File: src/rtl/note_lane_scroller.sv
// note_lane_scroller: falling-note lane grid fed by the scroll-offset stream; optional perfect scoring under NOTE_LANE_PERFECT_EN
module note_lane_scroller #(
  parameter int LANES     = 4,
  parameter int DEPTH     = 8,
  parameter int DATA_MAX  = 16,
  parameter int SONG_ROWS = 64,
  parameter int SCORE_W   = 16
) (
  input  logic                     clk,
  input  logic                     reset,
  input  logic                     start,
  input  logic                     map,
  input  logic                     data_en,
  input  logic [7:0]               data,
  input  logic [LANES-1:0]         note_row,
  output logic                     row_req,
  input  logic [LANES-1:0]         key,
  output logic [LANES*DEPTH-1:0]   grid,
  output logic [7:0]               y_offset,
  output logic [SCORE_W-1:0]       score,
  output logic [SCORE_W-1:0]       combo,
  output logic                     hit,
  output logic                     miss,
  output logic                     perfect,
  output logic                     busy,
  output logic                     done
);
  localparam int NHW = $clog2(LANES + 1);
  localparam int RLW = $clog2(SONG_ROWS + 1);
  typedef enum logic [1:0] {IDLE, RUN, DONE} state_t;
  state_t state, state_nx;
  logic [LANES-1:0] key_d, kp, row0, hits, row_in;
  logic [RLW-1:0] rows_loaded;
  logic [NHW-1:0] nh;
  logic [NHW:0] pts;
  logic [SCORE_W:0] score_sum, combo_sum;
  logic [SCORE_W-1:0] score_nx, combo_nx;
  logic [LANES*DEPTH-1:0] grid_nx;
  logic run, adv, restart, perf, miss_c;
  assign run = state == RUN;
  assign restart = start && state != RUN;
  assign adv = run && data_en && map && data == 8'(DATA_MAX);
  assign kp = key & ~key_d;
  assign row0 = grid[LANES-1:0];
  assign hits = run ? kp & row0 : '0;
`ifdef NOTE_LANE_PERFECT_EN
  assign perf = |hits && y_offset <= 8'd4;
`else
  assign perf = 1'b0;
`endif
  // count lanes hit this cycle
  always_comb begin
    nh = '0;
    for (int i = 0; i < LANES; i++) nh = nh + NHW'(hits[i]);
  end
  assign pts = perf ? {nh, 1'b0} : {1'b0, nh};
  assign score_sum = {1'b0, score} + (SCORE_W+1)'(pts);
  assign combo_sum = {1'b0, combo} + (SCORE_W+1)'(nh);
  // a note hit on the shift edge is cleared first, so it never counts as a miss
  assign miss_c = adv && |(row0 & ~kp);
  assign score_nx = score_sum[SCORE_W] ? '1 : score_sum[SCORE_W-1:0];
  assign combo_nx = miss_c ? '0 : combo_sum[SCORE_W] ? '1 : combo_sum[SCORE_W-1:0];
  assign row_in = rows_loaded < RLW'(SONG_ROWS) ? note_row : '0;
  assign grid_nx = adv ? {row_in, grid[LANES*DEPTH-1:LANES]}
                       : {grid[LANES*DEPTH-1:LANES], row0 & ~kp};
  // state register
  always_ff @(posedge clk) begin
    if (reset) state <= IDLE;
    else state <= state_nx;
  end
  // next state: start ignored while running, finish once song loaded and grid drained
  always_comb begin
    state_nx = state;
    if (state != RUN) state_nx = start ? RUN : state;
    else state_nx = (rows_loaded == RLW'(SONG_ROWS) && grid == '0) ? DONE : RUN;
  end
  // state-decoded outputs
  always_comb begin
    busy = state == RUN;
    done = state == DONE;
  end
  // grid scroll, scoring and pulse registers
  always_ff @(posedge clk) begin
    if (reset) begin
      key_d <= '0;
      y_offset <= '0;
      grid <= '0;
      score <= '0;
      combo <= '0;
      rows_loaded <= '0;
      hit <= 1'b0;
      miss <= 1'b0;
      perfect <= 1'b0;
      row_req <= 1'b0;
    end else begin
      key_d <= key;
      if (data_en) y_offset <= data;
      hit <= 1'b0;
      miss <= 1'b0;
      perfect <= 1'b0;
      row_req <= 1'b0;
      if (restart) begin
        grid <= '0;
        score <= '0;
        combo <= '0;
        rows_loaded <= '0;
      end else if (run) begin
        grid <= grid_nx;
        score <= score_nx;
        combo <= combo_nx;
        hit <= |hits;
        miss <= miss_c;
        perfect <= perf;
        row_req <= adv;
        if (adv && rows_loaded < RLW'(SONG_ROWS)) rows_loaded <= rows_loaded + RLW'(1);
      end
    end
  end
endmodule

File: config.mk
export PLATFORM = sky130hd
export DESIGN_NAME = note_lane_scroller
export DESIGN_NICKNAME = d
export VERILOG_FILES = /design/src/rtl/note_lane_scroller.sv
export SDC_FILE = /design/constraint.sdc
export NUM_CORES = 1
export LEC_CHECK = 0
export CORE_ASPECT_RATIO = 1.25
export CORE_MARGIN = 5
export CORE_UTILIZATION = 40
export DETAILED_ROUTE_END_ITERATION = 6
export PLACE_DENSITY = 0.71
export SKIP_CTS_REPAIR_TIMING = 1
export SLEW_MARGIN = 20
export SYNTH_ARGS = -nofsm -noshare
export SYNTH_HDL_FRONTEND = slang
export SYNTH_SLANG_ARGS = --single-unit
export TNS_END_PERCENT = 30
File: constraint.sdc
create_clock -name clk -period 10.6 [get_ports clk]
set_input_delay 1.06 -clock clk [delete_from_list [all_inputs] [get_ports clk]]
set_output_delay 1.06 -clock clk [all_outputs]
set_load 0.02 [all_outputs]
== Word level (Yosys, flattened, before mapping) ==
Cells that the tools add are included.
Operators by class
  reductions and logical operators: 14
  muxes and demuxes: 9
  bitwise gates (word level): 6
  $lt $le $gt $ge: 1
  equal/unequal tests: 6
  $add $sub $neg: 6
Operators by type and width (number)
  16-bit two-way mux: 3
  16-bit by 3-bit adder with 17-bit output: 2
  32-bit zero test: 1
  4-bit bitwise AND: 3
  4-bit two-way mux: 3
  8-bit by 5-bit == test with 1-bit output, second input constant: 1
  4-bit NOT: 2
  4-bit OR reduction: 2
  7-bit by 1-bit adder with 7-bit output, second input constant: 1
  7-bit == test, second input constant: 1
  1-bit logical AND: 7
  7-bit < comparator, second input constant: 1
  2-bit two-way mux: 3
  2-bit AND reduction: 2
  2-bit by 1-bit adder with 3-bit output: 1
  3-bit by 1-bit adder with 3-bit output: 1
  3-bit OR reduction: 1
  1-bit by 1-bit adder with 2-bit output: 1
  2-bit by 1-bit == test with 1-bit output, second input constant: 1
  2-bit == test, second input constant: 1
  2-bit by 1-bit != test with 1-bit output, second input constant: 1
  2-bit != test, second input constant: 1
  2-bit OR reduction: 1
  1-bit NOT: 1
Word-level totals
  output and inout port bits: 78
  word-level logic and storage cells: 53
  input bits: 21
  register bits: 88

== Logic depth before layout (Yosys ltp) ==
  depth after elaboration: 10
  mapped depth: 15
  gate-level depth less buffers: 13

== Least setup slack after synthesis ==
OpenSTA, ideal clock, no wires.
  path kind: input to register
  from: in key[0]
  to: reg score[4]
  arrival: 4.052 ns
  cell stages on the path: 13
  path buffers: 0
  setup slack: 6.475 ns
  data required time: 10.527 ns
  library setup time: 0.073 ns
  cell sequence: inv_1 nor2_1 and3_1 fa_1 ha_1 ha_1 inv_1 fa_1 nor3b_1 a21oi_1 or4_1 and4_1 nor3_2
On the way
  word-level cells in the longest chain between the ends: 8
RTL lines
  start, declared: RTL line 17  | input logic [LANES-1:0] key,
  4-bit bitwise AND: RTL line 43  | assign kp = key & ~key_d;
  4-bit bitwise AND: RTL line 45  | assign hits = run ? kp & row0 : '0;
  4-bit two-way mux: RTL line 45
  1-bit by 1-bit adder with 2-bit output: RTL line 54  | for (int i = 0; i < LANES; i++) nh = nh + NHW'(hits[i]);
  2-bit by 1-bit adder with 3-bit output: RTL line 54
  3-bit by 1-bit adder with 3-bit output: RTL line 54
  16-bit by 3-bit adder with 17-bit output: RTL line 57  | assign score_sum = {1'b0, score} + (SCORE_W+1)'(pts);
  16-bit two-way mux: RTL line 61  | assign score_nx = score_sum[SCORE_W] ? '1 : score_sum[SCORE_W-1:0];
  end signal, assigned: RTL line 109  | score <= score_nx;
  end, declared: RTL line 20  | output logic [SCORE_W-1:0] score,
Every way passes these cells.
A chain may end at the register's enable or synchronous reset.

== Worst setup path after layout ==
  from: reg state[1]
  to: reg combo[14]
On the way
  word-level cells in the longest chain between the ends: 8
  elaborated cells between the ends (all ways): 15
  classes of those cells: 4 x add/sub; 2 x eq/ne; 3 x mux; 6 x reduce/logical
RTL lines
  start, declared: RTL line 31  | state_t state, state_nx;
  start signal, assigned: RTL line 69  | else state <= state_nx;
  2-bit by 1-bit == test with 1-bit output: RTL line 40  | assign run = state == RUN;
  4-bit two-way mux: RTL line 45
  1-bit by 1-bit adder with 2-bit output: RTL line 54
  2-bit by 1-bit adder with 3-bit output: RTL line 54
  3-bit by 1-bit adder with 3-bit output: RTL line 54
  16-bit by 3-bit adder with 17-bit output: RTL line 58  | assign combo_sum = {1'b0, combo} + (SCORE_W+1)'(nh);
  16-bit two-way mux (2 in a row): RTL line 62  | assign combo_nx = miss_c ? '0 : combo_sum[SCORE_W] ? '1 : combo_sum[SCORE_W-1:0];
  end signal, assigned: RTL line 110  | combo <= combo_nx;
  end, declared: RTL line 21  | output logic [SCORE_W-1:0] combo,
Several ways; a longest one is shown, not always the timed one.

==> results.sh <==
export IMPL_antenna_found_initial=0
export IMPL_power_density_nw_per_um2=128.7
export IMPL_antenna_cells=0
export IMPL_rsz0062_at_grt="no"
export IMPL_root_buffer="clkbuf_16"
export IMPL_core_um2=10050
export IMPL_die_width_um=100.6
export IMPL_clkSinkCount=88
export IMPL_hold_ws_ns=0.4922
export IMPL_cp_max_fo=23
export IMPL_routed_via_density=5.457
export IMPL_ys_ff_latch=88
export IMPL_cts_inserted_buffers=9
export IMPL_drtPass1Iterations=4
export IMPL_fp_row_count=41
export IMPL_reg2reg_from="state[1]"
export IMPL_routedWlPerCell_um=15.87
export IMPL_cts_reportedPaths_clkPinSlew_ns=0.07
export IMPL_ys_warnings_count=0
export IMPL_synth_largest_area_cell="dfxtp_1"
export IMPL_first_global_vias=3595
export IMPL_cts_tree="done"
export IMPL_syn_avg_cell_area_um2=8.924
export IMPL_synth_main_ff_cell="dfxtp_1"
export IMPL_n_fill_cell=940
export IMPL_grt_max_degree=50
export IMPL_finish_net_count=582
export IMPL_grt_first_pass_wirelength_um=17590
export IMPL_status="finished, final reports clean"
export IMPL_insertion_delay_ns=0.34
export IMPL_yosysTopAreaCellShare_pct=42.91
export IMPL_dp_hpwl_um=7895
export IMPL_slew_headroom_pct=47.06
export IMPL_fin_crit_sh_pct=46.59
export IMPL_hold_class="flip-flop to flip-flop"
export IMPL_rr_worst_depth=13
export IMPL_io_pins=99
export IMPL_track_usage_pct=17.66
export IMPL_tns_ns=0
export IMPL_crit_type="flip-flop to flip-flop"
export IMPL_final_common_cell="clkdlybuf4s50_1"
export IMPL_leakage_nw=2.117
export IMPL_area_delta_synth_final_pct=32.86
export IMPL_start_kind="flip-flop"
export IMPL_die_y_um=123.3
export IMPL_max_freq_ghz=0.2025
export IMPL_synth_edf_count=0
export IMPL_fp_dieArea_um2=12400
export IMPL_r2r_end="combo[14]"
export IMPL_ant_nets=0
export IMPL_maxSlewViolCount=0
export IMPL_finalSetupViolCount=0
export IMPL_place_congestion=0.8558
export IMPL_synth_nets=494
export IMPL_max_slew_worst_pin_slew_ns=0.7917
export IMPL_layout_common_cells="clkdlybuf4s50_1, dfxtp_1, nor2_1, mux2i_1, a21oi_1"
export IMPL_portBuffers=97
export IMPL_synth_area_um2=4105
export IMPL_regToRegSetupSlack_ns=5.66
export IMPL_ys_seq_area_share_pct=42.91
export IMPL_htreeDepth=3
export IMPL_drtIter0Drc=183
export IMPL_hp_start="y_offset[6]"
export IMPL_crit_required_ns=10.85
export IMPL_synthCells=460
export IMPL_drive_gt1_share_pct=4.340
export IMPL_max_cap_violations=0
export IMPL_drc=0
export IMPL_routed_wl_um=10820
export IMPL_finalCriticalPeriod_ns=4.938
export IMPL_hold_depth=2
export IMPL_whs_endpoint="y_offset[6]"
export IMPL_async_flop_share_pct=0
export IMPL_synth_distinct_cells=54
export IMPL_cp_data_arrival_time_ns=5.19
export IMPL_setup_worst_path_end_class="flip-flop"
export IMPL_synthTopCellsByArea="dfxtp_1, mux2i_1, nor2_1"
export IMPL_routed_via_count=3722
export IMPL_skew_ns=0.006004
export IMPL_start_util_pct=40.83
export IMPL_peakVddDrop_v=0.00006885
export IMPL_clock_path_buffers=2
export IMPL_hold_viol_final=0
export IMPL_overflow=0
## critical path: stages, from the launching register on
cell	delay [ns]
dfxtp_1	0.34
nand2b_1	0.48
inv_1	0.53
and3_1	0.37
fa_1	0.48
ha_1	0.23
ha_1	0.33
inv_1	0.09
fa_1	0.45
nor3b_1	0.28
a21o_1	0.21
nand4_1	0.43
and4_1	0.40
a211oi_1	0.23
## logic make-up after synthesis
family,count (synthesis),share of synthesized area [%]
AO/OA/AOI/OAI,86,13.01
XOR/XNOR,16,3.414
adder cells (fa/ha/maj),13,4.511
buffers and inverters,40,4.236
flip-flops,88,42.91
multiplexers,34,8.290
other,1,0.09135
AND/OR/NAND/NOR,182,23.53
## per-stage QoR
| step | power, mW | worst slack [ns] | cell area [um^2] | utilization (%) | std cells |
|---|---|---|---|---|---|
| after floorplan | 0.3663 | 6.475 | 4105 | - | 460 |
| after global placement | 0.3855 | 5.722 | 5150 | 51.22 | 666 |
| after detailed placement | 0.3862 | 5.590 | 5150 | 51.22 | 666 |
| after CTS | 0.7103 | 5.686 | 5454 | 54.24 | 682 |
| after global routing | 0.7291 | 5.327 | 5454 | 54.24 | 682 |
| final | 0.7018 | 5.662 | 5454 | 54.24 | 682 |
## area by class of cell
| class | instances | area [um^2] | area share [%] |
|---|---|---|---|
| Inverter | 17 | 63.81 | 1.170 |
| Sequential cell | 88 | 1762 | 32.30 |
| Tap cell | 129 | 161.4 | 2.959 |
| Multi-Input combinational cell | 332 | 2170 | 39.78 |
| Clock inverter | 6 | 75.07 | 1.376 |
| Clock buffer | 10 | 229.0 | 4.198 |
| Timing Repair Buffer | 100 | 993.5 | 18.22 |
## sequential cells by signal (all words and copies together) (netlist names)
| signal | count |
|---|---|
| rows_loaded | 7 |
| grid | 32 |
| y_offset | 8 |
| row_req | 1 |
| miss | 1 |
| hit | 1 |
| key_d | 4 |
| state | 2 |
| score | 16 |
| combo | 16 |
## power by group
group	switching, mW	total (mW)	internal (mW)
registers	0.00285	0.337	0.334
clock network	0.137	0.323	0.186
logic	0.0235	0.0413	0.0178
total	0.163	0.702	0.539
## layer usage
| layer | vias up | wire length, um | track usage, % |
|---|---|---|---|
| li1 | 1837 | - | - |
| met3 | 16 | 658 | 5.530 |
| met4 | 0 | 200 | 6.571 |
| met2 | 99 | 5472 | 29.41 |
| met1 | 1770 | 4491 | 21.28 |
| met5 | - | 0 | 0 |
## how the worst max path moves through the flow
stage,start,end,cells past startpoint
after floorplan,key[0],score[4],13
after global placement,key[1],combo[8],14
after detailed placement,key[1],combo[8],14
after CTS,state[1],combo[8],13
after global routing,state[1],combo[14],13
final,state[1],combo[14],13
## cells in the mapped netlist, drive strengths merged, types with 2 or more instances
master,instances
dfxtp,88
nor2,66
mux2i,34
a21oi,33
o21ai,20
nor3,19
nand2,18
inv,17
nand3,15
xnor2,13
buf,12
clkbuf,11
ha,10
nand4,10
nor4,10
nor3b,9
and3,8
nor4b,7
a31oi,6
and4,6
a311oi,5
and2,4
a211oi,3
fa,3
nor2b,3
o2111ai,3
xor2,3
a21o,2
nand2b,2
nand3b,2
o21a,2
o21bai,2
Note: power is estimated with default switching activity, not from simulation.
